[config.mk]
export PLATFORM = sky130hd
export DESIGN_NAME = tc_bank
export DESIGN_NICKNAME = d
export VERILOG_FILES = /design/src/rtl/tc_bank.sv
export SDC_FILE = /design/constraint.sdc
export NUM_CORES = 1
export LEC_CHECK = 0
export CAP_MARGIN = 20
export CORE_ASPECT_RATIO = 1.1
export CORE_UTILIZATION = 45
export CTS_CLUSTER_SIZE = 25
export DETAILED_ROUTE_END_ITERATION = 16
export GPL_TIMING_DRIVEN = 1
export PLACE_DENSITY = 0.71
export SKIP_CTS_REPAIR_TIMING = 1
export SYNTH_ARGS = -nofsm -noshare
export SYNTH_HDL_FRONTEND = slang
export SYNTH_SLANG_ARGS = --single-unit
[constraint.sdc]
create_clock -name clk -period 5.06 [get_ports clk]
set_input_delay 1.012 -clock clk [delete_from_list [all_inputs] [get_ports clk]]
set_output_delay 1.012 -clock clk [all_outputs]
set_load 0.01 [all_outputs]
[src/rtl/tc_bank.sv]
// Bank of N_CH independent prescaled down-counters with one-shot/auto-reload
// modes, sticky W1C pending bits and per-channel interrupt masking.
module tc_bank #(
    parameter int unsigned N_CH  = 2,
    parameter int unsigned CNT_W = 32,
    parameter int unsigned PRE_W = 8
) (
    input  logic            clk,
    input  logic            reset,
    input  logic [5:0]      addr,
    input  logic            we,
    input  logic [31:0]     din,
    output logic [31:0]     dout,
    output logic [N_CH-1:0] irq,
    output logic            irq_any
);

    localparam int unsigned CTRL_W = 4;
    localparam logic [1:0] REG_CTRL     = 2'd0;
    localparam logic [1:0] REG_PRESET   = 2'd1;
    localparam logic [1:0] REG_COUNT    = 2'd2;
    localparam logic [1:0] REG_PRESCALE = 2'd3;
    localparam logic [5:0] ADDR_PEND    = 6'h20;
    localparam logic [1:0] MODE_RELOAD  = 2'd1;
    localparam logic [CNT_W-1:0] CNT_ONE = CNT_W'(1);
    localparam logic [PRE_W-1:0] PRE_ONE = PRE_W'(1);

    typedef enum logic [1:0] {
        S_IDLE,
        S_LOAD,
        S_CNT,
        S_INT
    } state_e;

    state_e             state_q    [N_CH];
    state_e             state_d    [N_CH];
    logic [CTRL_W-1:0]  ctrl_q     [N_CH];
    logic [CTRL_W-1:0]  ctrl_d     [N_CH];
    logic [CNT_W-1:0]   preset_q   [N_CH];
    logic [CNT_W-1:0]   preset_d   [N_CH];
    logic [CNT_W-1:0]   count_q    [N_CH];
    logic [CNT_W-1:0]   count_d    [N_CH];
    logic [PRE_W-1:0]   prescale_q [N_CH];
    logic [PRE_W-1:0]   prescale_d [N_CH];
    logic [PRE_W-1:0]   presc_q    [N_CH];
    logic [PRE_W-1:0]   presc_d    [N_CH];
    logic [N_CH-1:0]    pend_q;
    logic [N_CH-1:0]    pend_d;

    logic [2:0] ch_sel;
    logic [1:0] reg_sel;
    logic       ch_hit;
    logic       pend_hit;
    logic       unused_din;

    assign ch_sel     = addr[4:2];
    assign reg_sel    = addr[1:0];
    assign ch_hit     = !addr[5] && (32'(ch_sel) < N_CH);
    assign pend_hit   = (addr == ADDR_PEND);
    assign unused_din = ^din;

    // Next-state: PEND clear first so an INT set in the same cycle wins;
    // bus CTRL writes last so they override the FSM clearing EN.
    always_comb begin
        pend_d = pend_q;
        if (we && pend_hit) begin
            pend_d = pend_q & ~din[N_CH-1:0];
        end
        for (int unsigned i = 0; i < N_CH; i++) begin
            state_d[i]    = state_q[i];
            ctrl_d[i]     = ctrl_q[i];
            preset_d[i]   = preset_q[i];
            count_d[i]    = count_q[i];
            prescale_d[i] = prescale_q[i];
            presc_d[i]    = presc_q[i];

            case (state_q[i])
                S_IDLE: begin
                    if (ctrl_q[i][0]) begin
                        state_d[i] = S_LOAD;
                    end
                end
                S_LOAD: begin
                    count_d[i] = preset_q[i];
                    presc_d[i] = prescale_q[i];
                    state_d[i] = S_CNT;
                end
                S_CNT: begin
                    if (!ctrl_q[i][0]) begin
                        state_d[i] = S_IDLE;
                    end else if (presc_q[i] != '0) begin
                        presc_d[i] = presc_q[i] - PRE_ONE;
                    end else begin
                        presc_d[i] = prescale_q[i];
                        if (count_q[i] != '0) begin
                            count_d[i] = count_q[i] - CNT_ONE;
                        end else begin
                            state_d[i] = S_INT;
                        end
                    end
                end
                S_INT: begin
                    pend_d[i] = 1'b1;
                    if (ctrl_q[i][2:1] == MODE_RELOAD) begin
                        state_d[i] = S_LOAD;
                    end else begin
                        ctrl_d[i][0] = 1'b0;
                        state_d[i]   = S_IDLE;
                    end
                end
                default: begin
                    state_d[i] = S_IDLE;
                end
            endcase

            if (we && ch_hit && (ch_sel == 3'(i))) begin
                case (reg_sel)
                    REG_CTRL:     ctrl_d[i]     = din[CTRL_W-1:0];
                    REG_PRESET:   preset_d[i]   = din[CNT_W-1:0];
                    REG_PRESCALE: prescale_d[i] = din[PRE_W-1:0];
                    default: ;
                endcase
            end
        end
    end

    always_ff @(posedge clk) begin
        if (reset) begin
            pend_q <= '0;
            for (int unsigned i = 0; i < N_CH; i++) begin
                state_q[i]    <= S_IDLE;
                ctrl_q[i]     <= '0;
                preset_q[i]   <= '0;
                count_q[i]    <= '0;
                prescale_q[i] <= '0;
                presc_q[i]    <= '0;
            end
        end else begin
            pend_q <= pend_d;
            for (int unsigned i = 0; i < N_CH; i++) begin
                state_q[i]    <= state_d[i];
                ctrl_q[i]     <= ctrl_d[i];
                preset_q[i]   <= preset_d[i];
                count_q[i]    <= count_d[i];
                prescale_q[i] <= prescale_d[i];
                presc_q[i]    <= presc_d[i];
            end
        end
    end

    // Zero-extended read mux; unmapped addresses fall through to 0.
    always_comb begin
        dout = '0;
        for (int unsigned i = 0; i < N_CH; i++) begin
            if (ch_hit && (ch_sel == 3'(i))) begin
                case (reg_sel)
                    REG_CTRL:     dout = 32'(ctrl_q[i]);
                    REG_PRESET:   dout = 32'(preset_q[i]);
                    REG_COUNT:    dout = 32'(count_q[i]);
                    REG_PRESCALE: dout = 32'(prescale_q[i]);
                    default:      dout = '0;
                endcase
            end
        end
        if (pend_hit) begin
            dout = 32'(pend_q);
        end
    end

    always_comb begin
        irq = '0;
        for (int unsigned i = 0; i < N_CH; i++) begin
            irq[i] = pend_q[i] & ctrl_q[i][3];
        end
    end

    assign irq_any = |irq;

endmodule

* Word level (Yosys, flattened, before mapping)
Memory sizes are Yosys's and may differ from the RTL's.
Cells that the tools add are included.
** Operators by class
- Add/subtract/negate cells :: 4
- $lt $le $gt $ge :: 1
- Equality and inequality tests :: 13
- Multiplexer cells :: 65
- Bitwise logic cells :: 16
- Reduce and logical (&&, ||, !) cells :: 19
** Operator list (number)
- $mux W32 :: 17
- $pmux W32 S4 :: 2
- $pmux W32 S2 :: 2
- $mux W8 :: 12
- $reduce_bool A32 Y1 :: 2
- $sub A32 B1 Y32 const B :: 2
- $pmux W8 S2 :: 2
- $mux W4 :: 6
- $mux W2 :: 11
- $pmux W2 S4 :: 2
- $reduce_bool A8 Y1 :: 2
- $sub A8 B1 Y8 const B :: 2
- $eq A2 B2 Y1 const B :: 6
- $or A1 B1 Y1 :: 12
- $mux W1 :: 11
- $eq A2 B1 Y1 const B :: 5
- $logic_and A1 B1 Y1 :: 7
- $eq A6 B6 Y1 const B :: 1
- $logic_not A2 Y1 :: 3
- $reduce_bool A2 Y1 :: 2
- $eq A3 B1 Y1 const B :: 1
- $logic_not A3 Y1 :: 1
- $lt A3 B2 Y1 const B :: 1
- $and A1 B1 Y1 :: 2
- 4 further kinds :: 4
** Storage, ports and cells
- Register bits :: 2
- Memory bits (writable) :: 172
- Output and inout bits :: 35
- Memories kept :: 6
** Memories
- count_q :: words 2, bits a word 32, read ports 2, clocked after Yosys merged registers in 0, write ports 2, line 41 : logic [CNT_W-1:0] count_q [N_CH];
- preset_q :: words 2, bits a word 32, read ports 2, clocked after Yosys merged registers in 0, write ports 2, line 39 : logic [CNT_W-1:0] preset_q [N_CH];
- presc_q :: words 2, bits a word 8, read ports 2, clocked after Yosys merged registers in 0, write ports 2, line 45 : logic [PRE_W-1:0] presc_q [N_CH];
- prescale_q :: words 2, bits a word 8, read ports 2, clocked after Yosys merged registers in 0, write ports 2, line 43 : logic [PRE_W-1:0] prescale_q [N_CH];
- ctrl_q :: words 2, bits a word 4, read ports 2, clocked after Yosys merged registers in 0, write ports 2, line 37 : logic [CTRL_W-1:0] ctrl_q [N_CH];
- state_q :: words 2, bits a word 2, read ports 2, clocked after Yosys merged registers in 0, write ports 2, line 35 : state_e state_q [N_CH];

* Logic depth before layout (Yosys ltp)
An unclocked memory read counts as a cell.
- Word-level depth :: 7
- Depth in mapped cells :: 11
- Mapped depth without buffers :: 8

* Worst setup path before layout
Ideal clock, no wire load.
- Path type :: input to output
- From :: in addr[2]
- To :: out dout[0]
- Data arrival time :: 2.338 ns
- Required time :: 4.048 ns
- Path slack :: 1.710 ns
- Stages on the path :: 5
- Buffers on the path :: 1
- Cell sequence :: clkbuf_1 or4b_2 nor3_1 nand2_1 o21ai_0
** On the way
- Longest elaborated chain between the ends :: 6
** RTL lines
- from (decl) :: line 10 : input logic [5:0] addr,
- $lt A3 B2 Y1 :: line 58 : assign ch_hit = !addr[5] && (32'(ch_sel) < N_CH);
- $logic_and A1 B1 Y1 :: line 58
- $logic_and A1 B1 Y1 :: line 155 : if (ch_hit && (ch_sel == 3'(i))) begin
- $mux W32 (2 in a row) :: line 155
- $mux W32 (*) :: line 165 : if (pend_hit) begin
- to (decl) :: line 13 : output logic [31:0] dout,
Every way passes the cells marked *; elsewhere a longest branch is shown, timed or not.

* Final worst setup path
- From :: in addr[0]
- To :: out dout[8]
** On the way
- Longest elaborated chain between the ends :: 5
** RTL lines
- $eq A2 B2 Y1, or another cell as far along :: line 156 : case (reg_sel)
- $pmux W32 S4 :: line 156
- $mux W32 (2 in a row) :: line 155
- $mux W32 (*) :: line 165
Marks and branches as above.

==> impl_metrics.yaml <==
run_status:
  status: "finished clean"
synthesis:
  ys_types: 76
  ys_warn_count: 0
  synth_top_area_share_pct: 36.2
  yosysSeqAreaShare_pct: 36.2
  syn-cell-area_sq_um: 9620
  syn_inst: 1285
  ys_async_sr_fraction_pct: 0
  synth_edf_count: 0
  synth-seq-cells: 174
  postSynthAreaPerCell_sq_um: 7.49
  synthTopCellsByArea: "dfxtp_1 36%, nand2_1 11%, a21oi_1 8.4%"
  yosysTopAreaCell: "dfxtp_1"
  syn_nets: 1332
  synthFlopType: "dfxtp_1"
drt:
  wl_per_cell_microns: 19.2
  via_per_inst: 6.15
  drc: 0
  vias: 9814
  wl_microns: 30700
  drt-initial-drc-count: 1196
  antenna_left: 0
  dr.pass1.iters: 6
critical_path:
  critPathCaptureType: "output port"
  slowest_stage: "clkdlybuf4s50_1"
  crit_top_cell: "clkdlybuf4s50_1"
  startpoint: "addr[0]"
  cp_max_fo: 55
  cp.depth: 7
  cp.buffers_inverters: 4
  crit_chain: "clkdlybuf4s50_1 > buf_4 > nor2b_4 > buf_12 > a22oi_1 > a211oi_1 > clkdlybuf4s50_1"
  r2r-start: "count_q[0][32]"
  critical_path.top_delay_family: "buffers and inverters"
  r2r_cells: 8
  slowest_delay_ps: 630
  arrival_ps: 3330
  critPathLaunchType: "input port"
  cp.required_ps: 4050
  worstSetupPathType: "in -> out"
placement:
  placed_cell_area_sq_um: 10500
  gp_congestion: 0.895
  portBuffers: 75
  dpl.hpwl_microns: 21200
cts:
  clk_latency_ps: 440
  htreeDepth: 4
  cts_buffers: 17
  cts_sinks: 174
  cts-root-buf: "clkbuf_16"
  clkSlewWorstSetupHoldPaths_ps: 70
  cts_tree: "yes"
  cts_max_path_buffers: 2
finish:
  antennaDiodeCount: 0
  nNetsFinal: 1346
  area_growth_pct: 15.2
  drive_gt1_share_pct: 7.55
  finalInstanceArea_sq_um: 11100
global_route:
  grt_overflow: 0
  grt_pass1_vias: 8532
  gr-usage-all-layers_pct: 28.0
  antenna_found_initial: 0
  grt_start_max_net_pins: 75
  grt_pass1_wl_microns: 48400
timing:
  max_slew_margin_pct: 27.0
  tightestPinTransition_ps: 1090
  whs_ps: 478
  clock_skew_ps: 10.7
  hold_violations: 0
  finalMaxSlewViolations: 0
  max_freq_ghz: 0.230
  setup_total_negative_slack_ps: 0
  period_needed_ps: 4340
  rsz0062_at_grt: "no"
  setup_viol: 0
  period_share_pct: 85.8
hold_path:
  hp-class: "reg -> reg"
  holdPathStages: 2
  hp-start: "preset_q[0][59]"
pwr:
  leakagePower_nw: 3.71
  power.density_nw_per_um2: 258
  peakVddDrop_v: 0.000247
flow_run:
  max_cap_viol_count: 0
floorplanning:
  initial_utilization_pct: 46.3
  io-pin-count: 76
  die-area_sq_um: 22000
  die_width_microns: 141
  core_area_sq_um: 20800
  rows: 55
  die_y_microns: 155
-- cell usage in the layout, fill, tap and decap left out, types with 6 or more instances in the layout --
cell type	instances
nand2_1	282
mux4_2	8
or3_1	13
mux2i_1	28
nand3_1	20
inv_1	16
nor3_1	19
o21a_1	7
nor4_1	10
o31ai_1	15
dfxtp_1	174
clkdlybuf4s50_1	73
buf_4	16
or4_1	9
clkbuf_16	17
a31oi_1	11
a221oi_1	29
o21ai_1	17
a22oi_1	26
a32o_1	9
nor2_1	106
nand2b_1	6
nor2b_1	7
a211oi_1	23
o41ai_1	6
mux2_2	9
o21ai_0	76
and2_1	7
a21oi_1	161
ha_1	6
-- layer usage --
layer  vias up  share of wire, %  GRT usage, %
li1       4677                 -             -
met1      4655                45          39.7
met2       424                46          43.7
met3        58               6.8          3.51
met4         0               2.3          9.63
met5         -                 0             0
-- cell families (layout without fill, tap and decap cells) --
logic type / after synthesis / count (layout) / share of synthesized area [%]
DFF: 174 / 174 / 36.2
adders and majority gates: 6 / 6 / 0.780
AOI/OAI and AO/OA: 417 / 417 / 27.0
and+or+nand+nor: 527 / 527 / 25.0
xor gates and xnor gates: 2 / 2 / 0.182
muxes: 45 / 45 / 5.84
buffers and inverters: 114 / 141 / 5.07
-- synthesized netlist by cell type, types with 3 or more instances --
library cell,number
nand2_1,282
dfxtp_1,174
a21oi_1,161
nor2_1,108
o21ai_0,76
clkbuf_1,71
a221oi_1,29
mux2i_1,28
a22oi_1,26
a211oi_1,23
nand3_1,20
nor3_1,19
o21ai_1,17
inv_1,16
o31ai_1,15
or3_1,13
a31oi_1,11
buf_1,11
nor4_1,10
a32o_1,9
mux2_2,9
nor2b_1,9
or4_1,9
buf_2,8
mux4_2,8
nand2b_1,8
and2_1,7
o21a_1,7
ha_1,6
o41ai_1,6
a311oi_1,5
buf_6,5
nand4_1,5
o22ai_1,5
or2_2,5
a22o_1,4
a32oi_1,4
and3_1,4
o31a_1,4
o211ai_1,3
o32ai_1,3
-- sequential cells by signal (all words and copies together) (netlist names) --
register	cells
count_q	64
ctrl_q	8
pend_q	2
presc_q	16
prescale_q	16
preset_q	64
state_q	4
-- through the flow --
step	instances	setup WS [ps]	util (%)	total power, mW
2_1_floorplan	1285	1710	-	1.48
3_3_place_gp	1564	760	50.4	1.56
3_5_place_dp	1565	740	50.5	1.56
4_1_cts	1597	737	53.3	2.86
5_1_grt	1597	622	53.3	2.93
6_report	1597	717	53.3	2.86
-- power by group --
| part | switching, mW | leakage [nW] | internal, mW |
|---|---|---|---|
| registers | 0.00310 | 1.40 | 1.37 |
| clock network | 0.617 | 0.281 | 0.715 |
| logic | 0.0972 | 2.03 | 0.0589 |
-- area by class of cell --
cell class	instances	area, sq um
Clock buffer	19	453
Fill cell	2050	9700
Inverter	16	60.1
Clock inverter	13	129
Tap cell	285	357
Multi-Input combinational cell	997	5680
Sequential cell	174	3480
Timing Repair Buffer	93	923
-- worst paths after layout --
kind,end,slack (ps)
max reg2reg,count_q[0][56],1880
min,preset_q[0][59],480
max,dout[8],720
min reg2reg,preset_q[0][59],480
-- worst register-to-register path: cells and delay by family, from the launching register on --
| family | cells | cell delay (ps) |
|---|---|---|
| and+or+nand+nor | 4 | 2080 |
| DFF | 1 | 360 |
| AOI/OAI and AO/OA | 2 | 330 |
| adders and majority gates | 1 | 220 |
| buffers and inverters | 1 | 100 |
(Power assumes the default switching activity.)
